<file path="config.mk">
export PLATFORM = sky130hd
export DESIGN_NAME = reg_shift_sequencer
export DESIGN_NICKNAME = d
export VERILOG_FILES = /design/src/rtl/reg_shift_sequencer_pkg.sv /design/src/rtl/reg_shift_sequencer_step.sv /design/src/rtl/reg_shift_sequencer.sv
export SDC_FILE = /design/constraint.sdc
export NUM_CORES = 1
export LEC_CHECK = 0
export CAP_MARGIN = 0
export CORE_MARGIN = 2
export CORE_UTILIZATION = 50
export CTS_CLUSTER_DIAMETER = 200
export DETAILED_ROUTE_END_ITERATION = 12
export PLACE_DENSITY_LB_ADDON = 0.3
export SETUP_SLACK_MARGIN = 0.3
export SYNTH_ARGS = -nofsm -noshare
export SYNTH_HDL_FRONTEND = slang
export SYNTH_SLANG_ARGS = --single-unit
export TNS_END_PERCENT = 50
</file>
<file path="constraint.sdc">
create_clock -name clk -period 3.3 [get_ports clk]
set_input_delay 0.99 -clock clk [delete_from_list [all_inputs] [get_ports clk]]
set_output_delay 0.99 -clock clk [all_outputs]
set_load 0.02 [all_outputs]
</file>
<file path="src/rtl/reg_shift_sequencer_pkg.sv">
//------------------------------------------------------------------------------
// reg_shift_sequencer_pkg : shift codes and FSM states shared with Val2 logic
// Rev 1.0
//------------------------------------------------------------------------------
`default_nettype none

package reg_shift_sequencer_pkg;

  localparam int C_DEF_WIDTH     = 32;
  localparam int C_DEF_STEP_LOG2 = 3;

  typedef enum logic [1:0] {
    SH_LSL = 2'b00,
    SH_LSR = 2'b01,
    SH_ASR = 2'b10,
    SH_ROR = 2'b11
  } shift_t;

  typedef enum logic [1:0] {
    S_IDLE    = 2'd0,
    S_RS_READ = 2'd1,
    S_SHIFT   = 2'd2,
    S_DONE    = 2'd3
  } state_t;

endpackage

`default_nettype wire

</file>
<file path="src/rtl/reg_shift_sequencer_step.sv">
//------------------------------------------------------------------------------
// shift_step_unit : combinational shift of one value by k (0..2**STEP_LOG2)
// Rev 1.0
//------------------------------------------------------------------------------
`default_nettype none

module shift_step_unit
  import reg_shift_sequencer_pkg::*;
#(
  parameter int WIDTH     = C_DEF_WIDTH,
  parameter int STEP_LOG2 = C_DEF_STEP_LOG2
) (
  input  logic [WIDTH-1:0]   i_value,
  input  shift_t             i_type,
  input  logic [STEP_LOG2:0] i_k,
  output logic [WIDTH-1:0]   o_value,
  output logic               o_last
);

  // One guard bit beyond the word catches the last bit shifted out.
  logic [WIDTH:0]     w_lsl;
  logic [WIDTH:0]     w_lsr;
  logic [WIDTH:0]     w_asr;
  logic [2*WIDTH-1:0] w_ror;

  always_comb begin
    w_lsl   = {1'b0, i_value} << i_k;
    w_lsr   = {i_value, 1'b0} >> i_k;
    w_asr   = (WIDTH+1)'($signed({i_value, 1'b0}) >>> i_k);
    w_ror   = {i_value, i_value} >> i_k;
    o_value = i_value;
    o_last  = 1'b0;
    case (i_type)
      SH_LSL: begin
        o_value = w_lsl[WIDTH-1:0];
        o_last  = w_lsl[WIDTH];
      end
      SH_LSR: begin
        o_value = w_lsr[WIDTH:1];
        o_last  = w_lsr[0];
      end
      SH_ASR: begin
        o_value = w_asr[WIDTH:1];
        o_last  = w_asr[0];
      end
      default: begin
        o_value = w_ror[WIDTH-1:0];
        o_last  = w_ror[WIDTH-1];
      end
    endcase
  end

endmodule

`default_nettype wire

</file>
<file path="src/rtl/reg_shift_sequencer.sv">
//------------------------------------------------------------------------------
// reg_shift_sequencer : multi-cycle register-shifted-register Val2 sequencer
// Rev 1.0
//------------------------------------------------------------------------------
`default_nettype none

module reg_shift_sequencer
  import reg_shift_sequencer_pkg::*;
#(
  parameter int WIDTH     = C_DEF_WIDTH,
  parameter int STEP_LOG2 = C_DEF_STEP_LOG2
) (
  input  logic             clk,
  input  logic             rst_n,
  input  logic             i_start,
  output logic             o_start_ready,
  input  logic [11:0]      i_shift_operand,
  input  logic [WIDTH-1:0] i_val_rm,
  input  logic             i_carry_in,
  output logic             o_rs_req,
  input  logic             i_rs_gnt,
  input  logic [WIDTH-1:0] i_rs_data,
  input  logic             i_flush,
  output logic             o_done,
  input  logic             i_done_ready,
  output logic [WIDTH-1:0] o_val_out,
  output logic             o_c_out,
  output logic             o_stall
);

  localparam int C_STEP  = 2 ** STEP_LOG2;
  localparam int C_CNT_W = $clog2(WIDTH + 2);
  localparam int C_LOG_W = $clog2(WIDTH);

  state_t               r_state;
  state_t               w_state_nxt;
  shift_t               r_type;
  logic [WIDTH-1:0]     r_val;
  logic                 r_c;
  logic [C_CNT_W-1:0]   r_rem;
  logic [C_CNT_W-1:0]   w_n;
  logic [C_CNT_W-1:0]   w_rem_nxt;
  logic [STEP_LOG2:0]   w_k;
  logic [7:0]           w_amt;
  logic [WIDTH-1:0]     w_step_val;
  logic                 w_step_last;
  logic                 w_unused_bits;

  assign w_unused_bits = ^{i_shift_operand[11:7], i_shift_operand[4:0], i_rs_data[WIDTH-1:8]};
  assign w_amt         = i_rs_data[7:0];

  // Clamp the raw amount so iterative shifting reproduces ARM edge cases.
  always_comb begin
    w_n = '0;
    case (r_type)
      SH_LSL, SH_LSR:
        w_n = (w_amt > 8'(WIDTH + 1)) ? C_CNT_W'(WIDTH + 1) : C_CNT_W'(w_amt);
      SH_ASR:
        w_n = (w_amt > 8'(WIDTH)) ? C_CNT_W'(WIDTH) : C_CNT_W'(w_amt);
      default: begin
        if (w_amt[C_LOG_W-1:0] == '0)
          w_n = (w_amt != 8'd0) ? C_CNT_W'(WIDTH) : '0;
        else
          w_n = C_CNT_W'(w_amt[C_LOG_W-1:0]);
      end
    endcase
  end

  always_comb begin
    if (r_rem > C_CNT_W'(C_STEP))
      w_k = (STEP_LOG2 + 1)'(C_STEP);
    else
      w_k = r_rem[STEP_LOG2:0];
    w_rem_nxt = r_rem - C_CNT_W'(w_k);
  end

  shift_step_unit #(
    .WIDTH     (WIDTH),
    .STEP_LOG2 (STEP_LOG2)
  ) u_step (
    .i_value (r_val),
    .i_type  (r_type),
    .i_k     (w_k),
    .o_value (w_step_val),
    .o_last  (w_step_last)
  );

  always_ff @(posedge clk or negedge rst_n) begin
    if (!rst_n)
      r_state <= S_IDLE;
    else
      r_state <= w_state_nxt;
  end

  always_comb begin
    w_state_nxt   = r_state;
    o_start_ready = (r_state == S_IDLE);
    o_rs_req      = (r_state == S_RS_READ);
    o_done        = (r_state == S_DONE);
    o_stall       = (r_state != S_IDLE) && !((r_state == S_DONE) && i_done_ready);
    if (i_flush) begin
      w_state_nxt = S_IDLE;
    end else begin
      case (r_state)
        S_IDLE:    if (i_start) w_state_nxt = S_RS_READ;
        S_RS_READ: if (i_rs_gnt) w_state_nxt = (w_n == '0) ? S_DONE : S_SHIFT;
        S_SHIFT:   if (w_rem_nxt == '0) w_state_nxt = S_DONE;
        default:   if (i_done_ready) w_state_nxt = S_IDLE;
      endcase
    end
  end

  // Rm/carry are loaded on accept so a zero count finishes with no SHIFT cycle.
  always_ff @(posedge clk or negedge rst_n) begin
    if (!rst_n) begin
      r_type <= SH_LSL;
      r_val  <= '0;
      r_c    <= 1'b0;
      r_rem  <= '0;
    end else if (!i_flush) begin
      case (r_state)
        S_IDLE: begin
          if (i_start) begin
            r_type <= shift_t'(i_shift_operand[6:5]);
            r_val  <= i_val_rm;
            r_c    <= i_carry_in;
          end
        end
        S_RS_READ: begin
          if (i_rs_gnt) r_rem <= w_n;
        end
        S_SHIFT: begin
          r_val <= w_step_val;
          r_c   <= w_step_last;
          r_rem <= w_rem_nxt;
        end
        default: ;
      endcase
    end
  end

  assign o_val_out = r_val;
  assign o_c_out   = r_c;

endmodule

`default_nettype wire
</file>
; ---- Word level (Yosys, flattened, before mapping)
; Index checks and enable logic that the tools add are counted.
[word_totals]
ff_bits = 43
inputBits = 83
output_inout_bits = 37
elab_cells = 63
[classes]
n_addsub = 1
n_lt_le_gt_ge = 3
eq_ne = 10
shifts = 4
muxes = 21
bitwise = 1
n_reduce_logical = 18
[op_table]
columns = op, n
row1 = $pmux 32 s3, 1
row2 = $pmux 32 s2, 1
row3 = $shr 64x4->32, 1
row4 = $shl 32x4->33, 1
row5 = $shr 33x4->33, 1
row6 = $sshr 33x4->33, 1
row7 = $mux 32, 1
row8 = $mux 6, 5
row9 = $pmux 6 s2, 2
row10 = $gt 8x6->1 const B, 2
row11 = $logic_not 6->1, 2
row12 = $mux 2, 5
row13 = $reduce_and 3->1, 3
row14 = $reduce_bool 8->1, 1
row15 = $eq 2x2->1 const B, 3
row16 = $gt 6x4->1 const B, 1
row17 = $pmux 2 s3, 1
row18 = $reduce_bool 2->1, 3
row19 = $sub 6x4->6, 1
row20 = $logic_not 5->1, 1
row21 = $reduce_bool 5->1, 1
row22 = $eq 2x1->1 const B, 2
row23 = $logic_not 2->1, 2
row24 = $mux 4, 1
row25 = 13 further kinds, 15

; ---- Depth between registers and ports, before layout
[logic_depth]
word_depth = 9
ltp_mapped = 14
depth_no_buf = 9

; ---- Cells and area by module
; Synthesis repeated with hierarchy kept, for this count alone.
[unflattened]
cells_unflattened = 738
area_unflattened_um2 = 6424.9
[modules_own_cells]
columns = module, n_inst, cells_per_inst, area_per_inst_um2, seq_area_each_um2
row1 = shift_step_unit, 1, 498, 4103.9, 0.0
row2 = reg_shift_sequencer, 1, 240, 2321.0, 1076.0

; ---- Worst setup path after synthesis
; No wires, ideal clock.
[synth_timing]
kind = register -> register
start = register r_rem[5]
end = register r_state[0]
setup_time_ps = 77
arrival_ps = 3121
required_time_ps = 3223
path_slack_ps = 102
stages_incl_launch_ff = 15
path_buffers = 5
period_less_slack_ps = 3198
path_cell_list = dfrtp_1 -> buf_2 -> or3_1 -> clkbuf_1 -> buf_2 -> buf_1 -> clkbuf_1 -> nand2_1 -> ha_1 -> o21ai_0 -> mux2i_1 -> o41ai_1 -> o2111ai_1 -> or3_1 -> a21oi_1
[synth_between]
elab_chain_len = 6
[synth_rtl]
columns = item, line
row1 = from (decl), reg_shift_sequencer.sv:40  ; logic [C_CNT_W-1:0] r_rem;
row2 = from (signal assigned), reg_shift_sequencer.sv:130  ; if (i_rs_gnt) r_rem <= w_n;
row3 = from (signal assigned), reg_shift_sequencer.sv:135  ; r_rem <= w_rem_nxt;
row4 = $gt 6x4->1, reg_shift_sequencer.sv:70  ; if (r_rem > C_CNT_W'(C_STEP))
row5 = $mux 4, reg_shift_sequencer.sv:70
row6 = $sub 6x4->6 *, reg_shift_sequencer.sv:74  ; w_rem_nxt = r_rem - C_CNT_W'(w_k);
row7 = $logic_not 6->1 *, reg_shift_sequencer.sv:107  ; S_SHIFT: if (w_rem_nxt == '0) w_state_nxt = S_DONE;
row8 = $ne 3x3->1 (no line) *, n/a
row9 = $reduce_and 4->1 (no line) *, n/a
row10 = to (signal assigned), reg_shift_sequencer.sv:92  ; r_state <= w_state_nxt;
row11 = to (decl), reg_shift_sequencer.sv:35  ; state_t r_state;
; Every way passes the cells marked *; elsewhere a longest branch is shown, timed or not.
; A chain may end at the register's enable or synchronous reset.

; ---- Final worst setup path
[layout_timing]
start = register r_rem[3]
end = register r_state[0]
; Same word-level chain as after synthesis.

==> results.tsv <==
metric	value	unit
die area	0.0140	mm^2
placed cells	1134	
power per cell area	1260	mW/mm^2
Port-buffer cells	85	
Detail Route Antenna Nets	0	
Layout Skew	0.00454	ns
largest net degree at the start of global routing	71	
largest cells by area after synthesis	dfrtp_1 16%, mux2i_1 8.7%, nand2_1 7.4%, a21oi_1 5.1%, o21ai_0 5.0%	
top layer in use	met4	
RSZ-0062 raised after global routing	yes	
Area growth, synth to finish	18.1	%
worst skew pair latency	0.31	ns
R2R Path Start	r_rem[3]	
number of fill cells	1237	
final hold violation count	0	
setup bufs post-CTS	0	
Placer Congestion	1.04	
Tcrit/Tclk final	0.877	
Slew Limit Headroom	0.248	
drt wl/cell	23.9	um
post-synthesis cell area	0.00654	mm^2
drt total wl	27300	um
worst reg2reg setup slack	0.41	ns
peak fanout along the critical path	9	
Max VDD drop	0.000583	V
# IOs	120	
Crit Path Category	reg -> reg	
max-slew violations	0	
Post-Syn Nets	1041	
Yosys top cell by area	dfrtp_1	
first-pass GRT wire length	43100	um
CTS Root Cell	clkbuf_16	
vias per cell	7.38	
Hold Path Origin	r_state[0]	
H-tree levels	2	
number of CTS-inserted buffers	5	
initial core utilization	0.514	
GRT Overall Usage	0.380	
Lkg Pwr	3.00	nW
metal2 WL	11200	um
fraction of layout instances using a drive strength above 1	0.0876	
HP Class	reg -> reg	
detailed placer's ending HPWL	17800	um
CTS tree	done	
grt ovf	0	
die height	118	um
initial antenna violation count	0	
count of cell types in the netlist	72	
Worst Path Arrival	3.12	ns
Yosys top cell area share	0.164	
M1 wire length	10500	um
ys async rst share	1.00	
Slew @ Worst Pin	1.11	ns
Vias	8426	
Mapped Cells	953	
Post-Syn Area per Cell	6.87	um^2
R2R Path End	r_state[0]	
max-cap violations	0	
Post-Layout Cell Count	1142	
setup violators final	0	
crit end category	register	
nets@finish	1057	
Pre-Repair DR Iteration Count	7	
metal3 WL	3890	um
outcome	finished clean	
drt drc	0	
clock tree sinks	43	
Clock Path Buffers	2	
Main synth FF type	dfrtp_1	
vias in the first global route	7715	
DRT iter0 DRCs	1793	
Yosys reg bits	43	
# diodes	0	
Worst EP required	3.52	ns
worst r2r path cells	8	
post-layout min period	2.89	ns
number of synthesized flops with an enable pin	0	
Rows	41	
hold depth	2	
Hold Path Sink	r_state[0]	
Seq/Total Area, Yosys	0.164	
die boundary width	118	um
fmax	0.346	GHz
Clock transition at path regs	0.07	ns
Fin Setup TNS	0	ns
core footprint	0.0127	mm^2
Yosys warning total	0	
Setup crit start	r_rem[3]	
Setup crit start kind	register	
-- critical path, stage by stage, from the launching register on --
cell and delay [ns]:
dfrtp_1 0.52, or3_2 0.57, nand2_1 0.09, ha_1 0.25
a211o_1 0.28, o41ai_2 0.41, o2111ai_2 0.21, or3_1 0.34
a21oi_1 0.14
-- how the worst max path moves through the flow --
stage | endpoint | slack (ns) | cells after the start
global route | r_state[0] | 0.28 | 9
CTS | o_stall | 0.42 | 3
floorplan | r_state[0] | 0.30 | 13
finish | r_state[0] | 0.41 | 8
global placement | o_stall | 0.15 | 3
detailed placement | o_stall | 0.14 | 3
-- layout by cell type (no fill, tap or decap), types with 15 or more instances in the layout --
cell type          n
nand2_1          129
clkdlybuf4s50_1   83
a21oi_1           66
o21ai_0           65
nor2_1            58
mux2i_1           57
dfrtp_1           41
a31oi_1           36
buf_4             36
nand3_1           30
a211oi_1          28
nor3_1            24
or3_1             20
o211ai_1          19
inv_1             17
o22ai_1           15
-- cell type report --
class / instances / area (um^2) / area share
Multi-Input combinational cell: 774 / 4940 / 0.640
Timing Repair Buffer: 128 / 1250 / 0.162
Sequential cell: 43 / 1080 / 0.140
Tap cell: 172 / 215 / 0.0278
Clock buffer: 6 / 139 / 0.0180
Inverter: 17 / 63.8 / 0.00826
Clock inverter: 2 / 35.0 / 0.00453
-- where the power goes --
group | internal, mW | switching (mW)
clock | 0.378 | 0.243
sequential | 0.766 | 0.759
combinational | 2.90 | 4.67
-- kinds of logic after synthesis --
logic type / after synthesis / share of synthesized area
AO/OA/AOI/OAI: 359 / 0.373
adder cells (fa/ha/maj): 5 / 0.00956
buffers and inverters: 136 / 0.0866
flip-flops: 43 / 0.164
multiplexers: 68 / 0.110
other: 1 / 0.000573
AND/OR/NAND/NOR: 341 / 0.257
-- layer usage --
layer / track usage / up-vias
met5: 0 / -
met4: 0.199 / 0
met3: 0.0845 / 179
met2: 0.552 / 814
met1: 0.524 / 3800
li1: - / 3633
-- registers in the layout (all words and copies together) (netlist names) --
register	cells
r_type	2
r_state	2
o_c_out	1
o_val_out	32
r_rem	6
-- stage by stage --
step | cell area [um^2] | power, mW | hold WS [ns] | util | setup WS [ns]
global route | 7730 | 10.2 | 0.615 | 0.608 | 0.277
finish | 7730 | 9.72 | 0.591 | 0.608 | 0.407
detailed placement | 7550 | 8.68 | 0.586 | 0.594 | 0.139
CTS | 7730 | 9.34 | 0.598 | 0.607 | 0.419
global placement | 7550 | 8.61 | 0.569 | 0.594 | 0.154
floorplan | 6580 | 6.41 | 0.538 | - | 0.300
-- what timing repair did --
item / CTS / global route
gates resized for setup: 1 / 1
hold buffers: 0 / 0
setup endpoints to repair: 1 / 2
-- synthesized netlist by cell type, types with 19 or more instances --
library cell / instances
a211oi_1: 28
a21oi_1: 67
a31oi_1: 36
nand2_1: 129
mux2i_1: 57
o21ai_0: 65
nor3_1: 25
or3_1: 21
dfrtp_1: 43
o211ai_1: 19
nor2_1: 59
nand3_1: 30
clkbuf_1: 72
buf_2: 33
No activity file was read; power rests on OpenSTA's default activity.
